$ cat src/rtl/riscv_boot_loader_if.sv
// Byte-stream receive and instruction-memory write bundle for riscv_boot_loader.
// The slave modport is the loader; the master modport is the byte source / memory observer.
interface riscv_boot_loader_if #(
    parameter int DW = 32,
    parameter int AW = 8
);
    logic          rx_valid_i;
    logic [7:0]    rx_data_i;
    logic          rx_ready_o;
    logic          imem_we_o;
    logic [AW-1:0] imem_addr_o;
    logic [DW-1:0] imem_wdata_o;
    logic          core_rst_o;
    logic          done_o;
    logic          err_o;

    modport slave (
        input  rx_valid_i, rx_data_i,
        output rx_ready_o, imem_we_o, imem_addr_o, imem_wdata_o, core_rst_o, done_o, err_o
    );

    modport master (
        output rx_valid_i, rx_data_i,
        input  rx_ready_o, imem_we_o, imem_addr_o, imem_wdata_o, core_rst_o, done_o, err_o
    );
endinterface

$ cat src/rtl/riscv_boot_loader.sv
// Receives a framed program image byte by byte, writes it word by word into the
// core's instruction memory, and releases the core from reset once the checksum matches.
module riscv_boot_loader #(
    parameter int         DW             = 32,
    parameter int         MEM_SIZE_IN_KB = 1,
    parameter int         NO_OF_REGS     = MEM_SIZE_IN_KB * 1024 / 4,
    parameter int         AW             = $clog2(NO_OF_REGS),
    parameter logic [7:0] MAGIC          = 8'hA5
) (
    input  logic                clk_i,
    input  logic                rst_ni,
    riscv_boot_loader_if.slave  bus
);

    typedef enum logic [2:0] {
        IDLE,
        LEN0,
        LEN1,
        DATA,
        CSUM,
        RUN,
        ERROR
    } state_e;

    localparam logic [16:0] MAX_LEN = 17'(NO_OF_REGS);

    state_e        state_q, state_d;
    logic [15:0]   len_q,   len_d;
    logic [15:0]   idx_q,   idx_d;
    logic [7:0]    csum_q,  csum_d;
    logic [1:0]    cnt_q,   cnt_d;
    logic [DW-1:0] word_q,  word_d;
    logic [DW-1:0] wdata_q, wdata_d;
    logic [AW-1:0] addr_q,  addr_d;
    logic          we_q,    we_d;

    logic          accept;
    logic [7:0]    rx_byte;
    logic [15:0]   len_full;

    assign rx_byte  = bus.rx_data_i;
    assign accept   = bus.rx_valid_i && (state_q != RUN);
    assign len_full = {rx_byte, len_q[7:0]};

    always_comb begin
        state_d = state_q;
        len_d   = len_q;
        idx_d   = idx_q;
        csum_d  = csum_q;
        cnt_d   = cnt_q;
        word_d  = word_q;
        wdata_d = wdata_q;
        addr_d  = addr_q;
        we_d    = 1'b0;

        if (accept) begin
            unique case (state_q)
                IDLE, ERROR: begin
                    if (rx_byte == MAGIC) begin
                        state_d = LEN0;
                        csum_d  = '0;
                    end
                end
                LEN0: begin
                    len_d   = {8'h00, rx_byte};
                    csum_d  = csum_q ^ rx_byte;
                    state_d = LEN1;
                end
                LEN1: begin
                    len_d  = len_full;
                    csum_d = csum_q ^ rx_byte;
                    idx_d  = '0;
                    cnt_d  = '0;
                    // Oversized images are rejected here so no memory location is touched.
                    if (len_full == '0)
                        state_d = CSUM;
                    else if ({1'b0, len_full} > MAX_LEN)
                        state_d = ERROR;
                    else
                        state_d = DATA;
                end
                DATA: begin
                    csum_d                        = csum_q ^ rx_byte;
                    word_d[{cnt_q, 3'b000} +: 8] = rx_byte;
                    cnt_d                         = cnt_q + 2'd1;
                    if (cnt_q == 2'd3) begin
                        we_d    = 1'b1;
                        addr_d  = idx_q[AW-1:0];
                        wdata_d = word_d;
                        idx_d   = idx_q + 16'd1;
                        if (idx_q == len_q - 16'd1)
                            state_d = CSUM;
                    end
                end
                CSUM: begin
                    state_d = (rx_byte == csum_q) ? RUN : ERROR;
                end
                default: ;
            endcase
        end
    end

    always_ff @(posedge clk_i or negedge rst_ni) begin
        if (!rst_ni) begin
            state_q <= IDLE;
            len_q   <= '0;
            idx_q   <= '0;
            csum_q  <= '0;
            cnt_q   <= '0;
            word_q  <= '0;
            wdata_q <= '0;
            addr_q  <= '0;
            we_q    <= 1'b0;
        end else begin
            state_q <= state_d;
            len_q   <= len_d;
            idx_q   <= idx_d;
            csum_q  <= csum_d;
            cnt_q   <= cnt_d;
            word_q  <= word_d;
            wdata_q <= wdata_d;
            addr_q  <= addr_d;
            we_q    <= we_d;
        end
    end

    // Status outputs decode the state register only, so rx never reaches them combinationally.
    assign bus.rx_ready_o   = (state_q != RUN);
    assign bus.core_rst_o   = (state_q != RUN);
    assign bus.done_o       = (state_q == RUN);
    assign bus.err_o        = (state_q == ERROR);
    assign bus.imem_we_o    = we_q;
    assign bus.imem_addr_o  = addr_q;
    assign bus.imem_wdata_o = wdata_q;

endmodule

$ cat src/flat_wrapper.sv
// flat-port wrapper written by rule: the top's interface ports become plain ports
module riscv_boot_loader_flat 
#(
    parameter int         DW             = 32,
    parameter int         MEM_SIZE_IN_KB = 1,
    parameter int         NO_OF_REGS     = MEM_SIZE_IN_KB * 1024 / 4,
    parameter int         AW             = $clog2(NO_OF_REGS),
    parameter logic [7:0] MAGIC          = 8'hA5
)
  (clk_i, rst_ni, bus_rx_valid_i, bus_rx_data_i, bus_rx_ready_o, bus_imem_we_o, bus_imem_addr_o, bus_imem_wdata_o, bus_core_rst_o, bus_done_o, bus_err_o);
  riscv_boot_loader_if #(.DW(DW), .AW(AW)) bus_i ();
  input  logic clk_i;
  input  logic rst_ni;
  input wire logic [$bits(bus_i.rx_valid_i)-1:0] bus_rx_valid_i;
  input wire logic [$bits(bus_i.rx_data_i)-1:0] bus_rx_data_i;
  output wire logic [$bits(bus_i.rx_ready_o)-1:0] bus_rx_ready_o;
  output wire logic [$bits(bus_i.imem_we_o)-1:0] bus_imem_we_o;
  output wire logic [$bits(bus_i.imem_addr_o)-1:0] bus_imem_addr_o;
  output wire logic [$bits(bus_i.imem_wdata_o)-1:0] bus_imem_wdata_o;
  output wire logic [$bits(bus_i.core_rst_o)-1:0] bus_core_rst_o;
  output wire logic [$bits(bus_i.done_o)-1:0] bus_done_o;
  output wire logic [$bits(bus_i.err_o)-1:0] bus_err_o;
  assign bus_i.rx_valid_i = bus_rx_valid_i;
  assign bus_i.rx_data_i = bus_rx_data_i;
  assign bus_rx_ready_o = bus_i.rx_ready_o;
  assign bus_imem_we_o = bus_i.imem_we_o;
  assign bus_imem_addr_o = bus_i.imem_addr_o;
  assign bus_imem_wdata_o = bus_i.imem_wdata_o;
  assign bus_core_rst_o = bus_i.core_rst_o;
  assign bus_done_o = bus_i.done_o;
  assign bus_err_o = bus_i.err_o;
  riscv_boot_loader #(.DW(DW), .MEM_SIZE_IN_KB(MEM_SIZE_IN_KB), .NO_OF_REGS(NO_OF_REGS), .AW(AW), .MAGIC(MAGIC)) u_core (.clk_i(clk_i), .rst_ni(rst_ni), .bus(bus_i));
endmodule
$ cat config.mk
export PLATFORM = sky130hd
export DESIGN_NAME = riscv_boot_loader_flat
export DESIGN_NICKNAME = d
export VERILOG_FILES = /design/src/rtl/riscv_boot_loader_if.sv /design/src/rtl/riscv_boot_loader.sv /design/src/flat_wrapper.sv
export SDC_FILE = /design/constraint.sdc
export NUM_CORES = 1
export LEC_CHECK = 0
export ABC_AREA = 1
export BUFFER_PORTS_ARGS = -buffer_cell sky130_fd_sc_hd__buf_2
export CORE_MARGIN = 5
export CORE_UTILIZATION = 26
export CTS_CLUSTER_SIZE = 20
export DETAILED_ROUTE_END_ITERATION = 8
export MAX_ROUTING_LAYER = met4
export PLACE_DENSITY = 0.44
export SETUP_SLACK_MARGIN = 0.1
export SYNTH_ARGS = -nofsm -noshare
export SYNTH_HDL_FRONTEND = slang
export SYNTH_SLANG_ARGS = --single-unit
$ cat constraint.sdc
create_clock -name clk_i -period 2.3 [get_ports clk_i]
set_input_delay 0.115 -clock clk_i [delete_from_list [all_inputs] [get_ports clk_i]]
set_output_delay 0.115 -clock clk_i [all_outputs]
set_load 0.005 [all_outputs]
* After elaboration in Yosys (flattened, before gate mapping)
Cells that the tools add are included.
Widths: inputs -> output; s select.
** Storage, ports and cells
- Output and inout port bits :: 45
- Logic and storage cells :: 67
- Register bits :: 118
- Input bits :: 11
- Bits in latches :: 0
- ROM bits :: 0
- Memory bits (writable) :: 0
- Memories :: 0
** Cells by class
- Muxes and demuxes :: 17
- Div/mod/pow operators :: 0
- Add/sub/neg operators :: 4
- $lt $le $gt $ge :: 1
- Bitwise logic cells :: 2
- $mul :: 0
- Shift-type cells :: 2
- Reduce and logical (&&, ||, !) cells :: 17
- Equality and inequality tests :: 14
** Operator list (number)
- $pmux 16 s2 :: 2
- $bwmux 32 :: 1
- $shift 8x7->32 const A :: 1
- $shiftx 8x7->32 :: 1
- $add 16x1->16 const B :: 1
- $eq 16x16->1 :: 1
- $gt 16x9->1 const B :: 1
- $logic_not 16->1 :: 1
- $mux 16 :: 1
- $pmux 8 s2 :: 1
- $sub 16x1->16 const B :: 1
- $mux 3 :: 5
- $pmux 3 s5 :: 1
- $reduce_and 3->1 :: 4
- $eq 3x3->1 const B :: 3
- $eq 8x8->1 :: 1
- $eq 8x8->1 const B :: 1
- $mux 8 :: 1
- $xor 8x8->8 :: 1
- $neg 5->7 :: 1
- $eq 3x2->1 const B :: 2
- $ne 2x1->1 const B :: 3
- $reduce_and 2->1 :: 3
- $reduce_bool 2->1 :: 3
- 14 further kinds :: 16

* Logic depth before layout (Yosys ltp)
Gate-level depths: netlist of the first run.
- Word-level depth :: 5
- Gate-level depth with buffers :: 16
- Mapped depth without buffers :: 16

* Worst setup path before layout of the first run
OpenSTA, ideal clock, no wires.
- Path kind :: reg2reg
- Start point :: register u_core.cnt_q[0]
- End point :: register u_core.word_q[19]
- Required time :: 2.217 ns
- Library setup time :: 0.083 ns
- Clock period less this slack :: 2.010 ns
- Stages on the path, launching flop included :: 9
- Path buffers :: 2
- Arrival :: 1.928 ns
- Path slack :: 0.290 ns
- Cells stage by stage :: dfrtp_1 inv_1 clkbuf_1 ha_1 buf_1 nand3_1 o32ai_1 nand2_1 o21ai_0
** Between the ends
- Cells in the longest elaborated chain, start to end :: 3
- Elaborated cells on any way between the ends :: 4
- Those cells by class :: 1 x add/sub; 2 x shift; 1 x mux
** Ends and longest elaborated chain
- start: declaration :: RTL line riscv_boot_loader.sv:31 : logic [1:0] cnt_q, cnt_d;
- start signal: assignment :: RTL line riscv_boot_loader.sv:119 : cnt_q <= cnt_d;
- $neg 5->7 * :: RTL line riscv_boot_loader.sv:84 : word_d[{cnt_q, 3'b000} +: 8] = rx_byte;
- $shiftx 8x7->32 / $shift 8x7->32 (equally long branches) :: RTL line riscv_boot_loader.sv:84
- $bwmux 32 * :: RTL line riscv_boot_loader.sv:84
- end signal: assignment :: RTL line riscv_boot_loader.sv:120 : word_q <= word_d;
- end: declaration :: RTL line riscv_boot_loader.sv:32 : logic [DW-1:0] word_q, word_d;
Every way passes the cells marked *; elsewhere a longest branch is shown, timed or not.
A chain may end at the register's enable or synchronous reset.

* Worst setup path after layout of the first run
- Start point :: register u_core.len_q[0]
- End point :: register u_core.state_q[1]
** Between the ends
- Cells in the longest elaborated chain, start to end :: 4
- Elaborated cells on any way between the ends :: 7
- Those cells by class :: 1 x add/sub; 2 x eq/ne; 2 x mux; 2 x reduce/logical
** Ends and longest elaborated chain
- start: declaration :: RTL line riscv_boot_loader.sv:28 : logic [15:0] len_q, len_d;
- start signal: assignment :: RTL line riscv_boot_loader.sv:116 : len_q <= len_d;
- $sub 16x1->16 :: RTL line riscv_boot_loader.sv:91 : if (idx_q == len_q - 16'd1)
- $eq 16x16->1 :: RTL line riscv_boot_loader.sv:91
- $ne 2x1->1 (no source line)
- $reduce_and 5->1 (no source line)
- end signal: assignment :: RTL line riscv_boot_loader.sv:115 : state_q <= state_d;
- end: declaration :: RTL line riscv_boot_loader.sv:27 : state_e state_q, state_d;
Parallel ways exist; a longest one is shown, timed or not.

==> reports/summary.md, run 1 <==
The total buffers and inverters traversed by the critical path was 1. The flow ran to the end, and the final reports show no timing, DRC or antenna violations. The run gives 808 as the number of nets in the final layout. The wire length of the first global-routing pass was 27.0 mm. Port buffering added 55 buffers. The worst setup path is captured at a flop. Counting flops and latches in the post-synthesis netlist gives 110. In this run the power density over the cells is 1200 nW/um2. Global-route usage over all layers: 13.4%. For the starting density of the core, the log shows 26.4%. The total overflow left after global routing is 0. Subtracting the final worst setup slack from the clock period gives 2.00 ns. The detailed router's first-iteration violation count was 221. Of the total synthesized cell area, the portion taken by AND, OR, NAND and NOR gates is 26.6%.

The number of vias per cell works out to 4.50. In the post-synthesis netlist, the biggest area contributors are dfrtp_1 48%, nand2_1 14%, inv_1 5.3%. The logs give 54 for the number of standard-cell rows in the floorplan and 5760 um2 for the netlist area before placement.

The logs give 47.8% for the sequential area share after synthesis and 0 for the total number of yosys warnings. The die covers 25200 um2. By count the netlist is led by 218 x nand2_1, 110 x dfrtp_1, 82 x inv_1, 56 x o21ai_0, 50 x nor2_1. The synthesized netlist devotes 4.72% of its cell area to XOR and XNOR gates. The critical path class is reg -> reg. Entering global routing, the biggest net connects 57 pins.

For the leakage power, the log shows 3.26 nW. 56 I/O pins were placed. The average instance in the mapped netlist occupies 7.97 um2.

In this run the critical register-to-register path is launched from u_core.len_q[0]$_DFFE_PN0P_. Counting flops with an async set or reset pin after synthesis yields a share of 100%. For this run, the slowest stage of the critical path takes 0.41 ns. The launching element of the worst setup path was u_core.len_q[0]$_DFFE_PN0P_. The run gives 0 as the count of endpoints failing setup in the final report. The count of nets left with antenna violations once routing finished came out at 0. Synthesis instantiated 38 different standard cells from the library.

The top-area cell type share of the netlist area is 47.8%, and the period utilization is 87.0%. Summing the areas of all compound-gate instances in the mapped netlist gives 11.4% of the synthesized area. The tightest hold path in the finished design has a slack of 0.0865 ns. Clock tree synthesis inserted a total of 9 buffers.

The die height is 159 um. For the worst-skew pair, the clock arrives at the later sink with an insertion delay of 0.36 ns. The number of antenna violations at the first check in global routing was 0; the required arrival time at the worst endpoint was 2.55 ns.

For the final routed database, the setup TNS stands at 0 ns. For the pin with the worst max-slew slack, the measured transition is 0.683 ns. The top fanout value on the critical path came out at 5. For the routed via count, the log shows 4829. The portion of synthesized area spent on multiplexers is 0%. The worst hold path belongs to the class in -> reg. The layout cell share with drive strength beyond 1 works out to 15.4%. By area, the combinational part of the netlist is dominated by simple AND/OR/NAND/NOR gates. The run gives 4989 as the via count of the first global-routing pass.

For this run, the top clock speed supported by timing is 500 MHz. Counting along the longest clock path gives a buffer depth of 2. The worst pin sits at a relative slew slack of 54.4%. Most numerous cell on the critical path: nand2_1.

The worst hold path begins at bus_rx_data_i[6]. TritonCTS built the clock tree. The run gives 0 as the final hold violation count. For this design, the slowest cell found on the critical path is dfrtp_1. The tools report the post-route worst setup slack as 0.300 ns. Setup repair after global routing left no endpoint under its margin.

The net count after synthesis is 741, and the number of enable flip-flop cells after synthesis is 0. The number of instances in the synthesized netlist came out at 722. The clock net sink count is 110, and the worst setup slack before clock tree synthesis is 0.222 ns.

For the wire length after detailed routing, the log shows 16.1 mm. Of the total synthesized cell area, the portion taken by full adders, half adders and majority gates is 1.74%. The detailed-router iteration count before antenna repair was 5; the area overhead of the layout relative to synthesis was 18.0%. Setup slack on the worst reg-to-reg path comes out at 0.30 ns. STA classifies the critical path startpoint as a flop. Traced cell by cell, the critical path runs through inv_1 > ha_1 > nand2_2 > nor2_4 > nand2_1 > nand2_1 > nand2_1 > nor2_1 > nand2_1 > nor2_1 > nand2_1 > nand2_2 > nand2_1 > nand2_1 > nand2_1. The weighted congestion reported at the end of routability-driven placement came out at 0.781. nand2_1 is the most common cell in the netlist. The worst-case clock skew came out at 0.0106 ns.

dfrtp_1 takes more of the synthesized area than any other cell. The detail-routed net length per standard cell was 15.0 um. The tools report the buffer cell driving the clock tree root as clkbuf_16. The worst-case IR drop observed on VDD is 0.507 mV.

The H-tree depth reported by CTS came out at 3. The count of antenna diodes in the layout was 0. The arrival time at the worst endpoint is 2.25 ns, and the final count of pins violating max slew is 0. For this run, design rule violations remaining after detail routing come to 0. Among cell families on the critical path, the largest total delay comes from simple AND/OR/NAND/NOR gates. The count of max-cap constraint violations was 0; the die span in x was 159 um. Among all flip-flop cells after synthesis, the most frequent one is dfrtp_1. Clock-pin slew was measured on the worst setup and hold paths at 0.08 ns.

The core region is 21800 um2. The run gives 11.7 mm as the sum of net half-perimeters after detailed placement.
## area by class of cell
cell class	count	area, um2
Clock buffer	9	225
Clock inverter	6	81.3
Fill cell	2394	15000
Inverter	88	339
Multi-Input combinational cell	501	2570
Sequential cell	110	2750
Tap cell	280	350
Timing Repair Buffer	79	473
## flip-flops by register name (all words and copies together) (netlist names)
register,flops
u_core.cnt_q,2
u_core.len_q,16
u_core.bus.imem_we_o,1
u_core.word_q,24
u_core.bus.imem_wdata_o,32
u_core.bus.imem_addr_o,8
u_core.idx_q,16
u_core.state_q,3
u_core.csum_q,8
## final timing paths
kind,to,cells after the start
max in group asynchronous,u_core.csum_q[4]$_DFFE_PN0P_,3
worst max-delay path,u_core.state_q[1]$_DFFE_PN0P_,15
worst min-delay path,u_core.len_q[6]$_DFFE_PN0P_,3
worst max register to register,u_core.state_q[1]$_DFFE_PN0P_,15
min in group asynchronous,u_core.bus.imem_addr_o[2]$_DFFE_PN0P_,2
worst min register to register,u_core.bus.imem_wdata_o[9]$_DFFE_PN0P_,2
## worst register-to-register path, delay by kind of cell, from the launching register on
| kind | cells | cell delay [ns] |
|---|---|---|
| AND/OR/NAND/NOR | 13 | 1.13 |
| buffers and inverters | 1 | 0.13 |
| adder cells (fa/ha/maj) | 1 | 0.21 |
| flip-flops | 1 | 0.41 |
## cells by family after synthesis
family	Yosys count
AO/OA/AOI/OAI	117
XOR/XNOR	31
adder cells (fa/ha/maj)	8
buffers and inverters	111
flip-flops	110
AND/OR/NAND/NOR	345
## stage by stage
stage,area (um2),power (mW),utilization (%),std cells
global placement,6450,6.51,29.5,1055
global route,6790,8.89,31.1,1073
floorplan,5760,5.36,-,722
CTS,6760,8.23,31.0,1071
finish,6790,8.13,31.1,1073
detailed placement,6450,6.52,29.5,1055
## cell usage in the layout, fill, tap and decap left out, drive strengths merged, types with 2 or more instances in the layout
master and instances:
dfrtp 110, xnor2 17, clkinv 3, o21ai 74, nor2 61, o32ai 6, nand3b 7, o22ai 22
ha 8, nand4 12, nor4 2, nor3 7, o31ai 4, inv 89, buf 78, xor2 14
clkbuf 9, a211oi 2, nand3 30, a21oi 7, nand2 224
## timing repair
action,4_1_cts,5_1_grt
hold buffers,1,0
buffers inserted,0,2
hold endpoints to repair,45,0
gates resized for setup,0,5
setup endpoints to repair,0,18
## per-layer routing
metal  global-route usage [%]  share of wire [%]  vias to the layer above  wire [um]
met5                        -                  0                        -          0
met4                     3.52                1.5                        0        238
met3                     2.38                2.3                       20        370
met2                     21.1                 46                       67       7360
met1                     18.0                 50                     2280       8080
li1                         -                  -                     2462          -
## report_power, final
part / internal (mW) / total, mW / switching (mW)
registers: 2.69 / 3.19 / 0.505
clock network: 0.864 / 1.66 / 0.795
logic: 1.32 / 3.28 / 1.96
No activity file was read; power rests on OpenSTA's default activity.
==> run 2, diff against run 1 <==
- ABC_AREA: 1 -> default
- PLACE_DENSITY: 0.44 -> 0.45
==> run 2 against run 1 <==
  * Clock skew down 0.0016 ns
  * Sequential cell count unchanged
  * Sequential power down 39%
  * Clock power about the same
  * Non-clock buffer count up 19
  * Cell area up 1.3%
  * Register-to-register slack worse by 0.30 ns
  * Critical path type unchanged
  * Highest routed layer unchanged
==> reports/summary.md, run 2 <==
The flow ran to the end, and the final reports show no timing, DRC or antenna violations. The number of instances in the synthesized netlist was 618 (-14%); the period utilization was 99.8% (+13 points). The logs give 48.7% (+0.90 points) for the sequential area share after synthesis and 2 (unchanged) for the maximum buffer depth of the clock tree.

The clock latency reported for the late side of the worst-skew pair is 0.35 ns (about the same), and the share of the synthesized netlist area taken by xor and xnor gates is 5.27% (+0.55 points). The final count of pins violating max slew was 0 (unchanged). The detailed-router iteration count before antenna repair was 4 (-1); the detail-routed net length per standard cell was 16.3 um (+9.2%). Ranked by instance count, the synthesized netlist is headed by 110 x dfrtp_1, 81 x nand2_1, 60 x nor2_1, 57 x a21oi_1, 35 x o21ai_0. Leakage power: 3.26 nW (about the same).

The logs give 0 (unchanged) for the count of max-cap constraint violations and 0 ns (unchanged) for the aggregate negative setup slack. The delay of the slowest cell on the worst path came out at 0.54 ns (+0.13 ns). The wire length of the first global-routing pass came out at 26.0 mm (-3.5%). The tightest min-delay check is of the in -> reg type.

The netlist area before placement is 5650 um2 (-1.8%). TritonCTS built the clock tree. By area, the combinational part of the netlist is dominated by simple AND/OR/NAND/NOR gates. The tools report the worst setup slack before clock tree synthesis as -0.109 ns (-0.331 ns).

Number of enable flip-flop cells after synthesis: 0 (unchanged). The arrival time at the worst endpoint is 2.52 ns (+0.27 ns), and the minimum period implied by the final worst setup slack is 2.30 ns (+0.296 ns). The floorplan die area was 24800 um2 (-1.7%). The area overhead of the layout relative to synthesis is 21.7%. The post-route worst setup slack is 0.00386 ns (-0.296 ns). The clock input transition at the sequential cells of the worst setup and hold paths is 0.07 ns (about the same), and the I/O pin count is 56 (unchanged). The critical path in this run is classified as reg -> reg. The tree is rooted in a clkbuf_16. The run gives 38.2% (-16 points) as the normalized max-slew margin. The layout cell share with drive strength beyond 1 is 20.4% (+5.0 points), and the sum of net half-perimeters after detailed placement is 11.0 mm (-6.0%). The wire length after detailed routing came out at 15.9 mm (-1.1%). The worst-case clock skew came out at 0.00893 ns (-0.00165 ns). The startpoint identified for the worst hold timing path is bus_rx_data_i[0]. The synthesized-area fraction occupied by ao, oa, aoi and oai cells was 16.3% (+4.8 points); the number of unique standard cell types used by synthesis was 56 (+47%). Weighted congestion reported at the end of routability-driven placement: 0.842 (+7.8%). The tools report the final hold violation count as 0 (unchanged). Pin count of the biggest net entering global routing: 65 (+14%). Most common cell in the netlist: dfrtp_1. The launching element of the worst setup path was u_core.len_q[3]$_DFFE_PN0P_.

Routed via count: 4623 (-4.3%). The flip-flop and latch count after synthesis works out to 110 (unchanged). The starting density of the core is 26.1% (-0.24 points). H-tree depth reported by CTS: 3 (unchanged). The origin of the critical flop-to-flop path is u_core.len_q[3]$_DFFE_PN0P_.

The arithmetic-cell share of the synthesized area counting full adders, half adders and majority gates works out to 1.77% (+0.033 points). For the number of standard-cell rows in the floorplan, the log shows 54 (unchanged). The logs give 0 (unchanged) for the post-detailed-route count of antenna-violating nets and 0 (unchanged) for the sum of overflow across all layers after global routing. The async set or reset register ratio after synthesis came out at 100% (unchanged). The total number of yosys warnings came out at 0 (unchanged). The cell type with the largest total area after synthesis was dfrtp_1.

The library cell used most frequently in the layout, excluding fill and tap cells, is dfrtp_1. The mean cell area of the mapped netlist is 9.14 um2 (+15%), and the detailed router's first-iteration violation count is 153 (-31%). The top-area cell type share of the netlist area was 48.7% (+0.90 points).

Among all stages on the critical path, the largest delay is contributed by or4_4. Die height: 157 um (-0.87%). The run gives 13.6% (+0.21 points) as the global-route usage over all layers.

The worst setup path is captured at a flop. The die span in x works out to 157 um (-0.87%). Among all flip-flop cells after synthesis, the most frequent one is dfrtp_1. The logs give 0.365 mV (-28%) for the maximum resistive drop on vdd and 0 (unchanged) for the number of DRC violations after detailed routing. The tools report the via count of the first global-routing pass as 4788 (-4.0%).

Among cell families on the critical path, the largest total delay comes from compound AO/OA/AOI/OAI gates. Required arrival time at the worst endpoint: 2.52 ns (-0.03 ns). Yosys attributes the largest share of cell area to dfrtp_1 49%, nand2_1 5.4%, a21oi_1 5.0%.

Count of endpoints failing setup in the final report: 0 (unchanged). The critical path goes through or4_4 > buf_6 > nor4_4 > a31oi_1 > o211a_1 > a2111oi_4 > o21ai_1. The power per cell area is 540 nW/um2 (-55%). The number of antenna violations at the first check in global routing is 0 (unchanged). The tools report the number of nets in the final layout as 706 (-13%). The flip-flop count of the largest register after layout is 32 (unchanged).

The share of cell area taken by muxes after synthesis was 1.75% (+1.7 points). The worst setup path is launched from a flop. The top fanout value on the critical path works out to 7 (+2).

The logs give 0 (unchanged) for the count of antenna diodes in the layout and 436 MHz (-13%) for the highest clock rate. The clock net sink count was 110 (unchanged); the total buffers and inverters traversed by the critical path was 1 (unchanged). The run gives 31.8% (+0.69 points) as the final core utilization. The total of buffers placed on input and output ports is 55 (unchanged), and the floorplan core area is 21600 um2 (-0.93%).

Slew of the pin with the lowest slew margin: 0.920 ns (+0.237 ns). In the layout the commonest cells are 110 x dfrtp_1, 81 x nand2_1, 60 x nor2_1. The tools report the net count after synthesis as 637 (-14%).

The area share of and/or/nand/nor cells after synthesis works out to 22.1% (-4.6 points). Number of vias per cell: 4.76 (+5.7%). The total CTS buffers came out at 9 (unchanged). Setup repair after global routing could not meet its margin everywhere.
run 2: cell types whose count changed in the layout (fill, tap and decap cells not counted), moves of 7 or more:
cell	delta
nand2b_1	+11
o21ai_1	-14
buf_4	+16
inv_1	-66
a21oi_1	+49
nor2b_1	+25
o21ai_0	-21
o22ai_1	-21
mux2_2	+7
nor2_1	+10
and3_1	+7
a22o_1	+24
nand2_1	-137
run 2: logic make-up (layout without fill, tap and decap cells):
family          after synthesis  in the layout
compound gates              146            146
xor+xnor                     34             34
fa+ha+maj                     8              8
buf+inv                      57            131
flops                       110            110
mux                           9              9
simple gates                254            254
run 2: final timing paths:
kind	to	slack, ns	cells after the start
min reg2reg	u_core.bus.imem_addr_o[3]$_DFFE_PN0P_	0.47	2
max	u_core.state_q[0]$_DFFE_PN0P_	0.004	7
max reg2reg	u_core.state_q[0]$_DFFE_PN0P_	0.004	7
min in group asynchronous	u_core.csum_q[0]$_DFFE_PN0P_	0.24	2
max in group asynchronous	u_core.word_q[13]$_DFFE_PN0P_	1.36	3
min	u_core.len_q[8]$_DFFE_PN0P_	0.18	3
run 2: tightest hold or removal path, cell delays in order:
cell and delay (ns):
buf_2 0.21, nand2_1 0.09, o21ai_0 0.07
run 2: stage by stage:
stage / power (mW) / instance area (um2) / hold slack [ns] / std cells
after floorplan: 2.00 / 5650 / -0.181 / 618
after CTS: 3.78 / 6830 / 0.178 / 972
after global routing: 3.88 / 6880 / 0.212 / 972
after detailed placement: 2.10 / 6420 / 0.0828 / 951
after global placement: 2.09 / 6420 / 0.0760 / 951
final: 3.71 / 6880 / 0.183 / 972
run 2: layout make-up:
| class | instances | area, um2 |
|---|---|---|
| fill | 2296 | 14700 |
| multi-input combinational | 451 | 2760 |
| sequential | 110 | 2750 |
| timing repair buffer | 98 | 636 |
| tap | 280 | 350 |
| clock buffer | 11 | 253 |
| inverter | 17 | 66.3 |
| clock inverter | 5 | 63.8 |
run 2: power breakdown:
group	switching, mW	internal, mW
logic	0.0947	0.0260
registers	0	1.93
clock network	0.740	0.919
total	0.834	2.88
run 2: layer usage:
layer,global-route usage [%],vias up,share of wire [%]
li1,-,2279,-
met1,17.7,2273,47
met2,22.7,60,50
met3,2.67,11,2.6
met4,2.13,0,0.64
met5,-,-,0
run 2: repair_timing:
action	4_1_cts	5_1_grt
resized for setup	12	7
gates cloned	0	0
pin swaps	8	3
buffers inserted	4	0
setup endpoints to repair	3	7
hold buffers	1	0
hold endpoints to repair	24	0
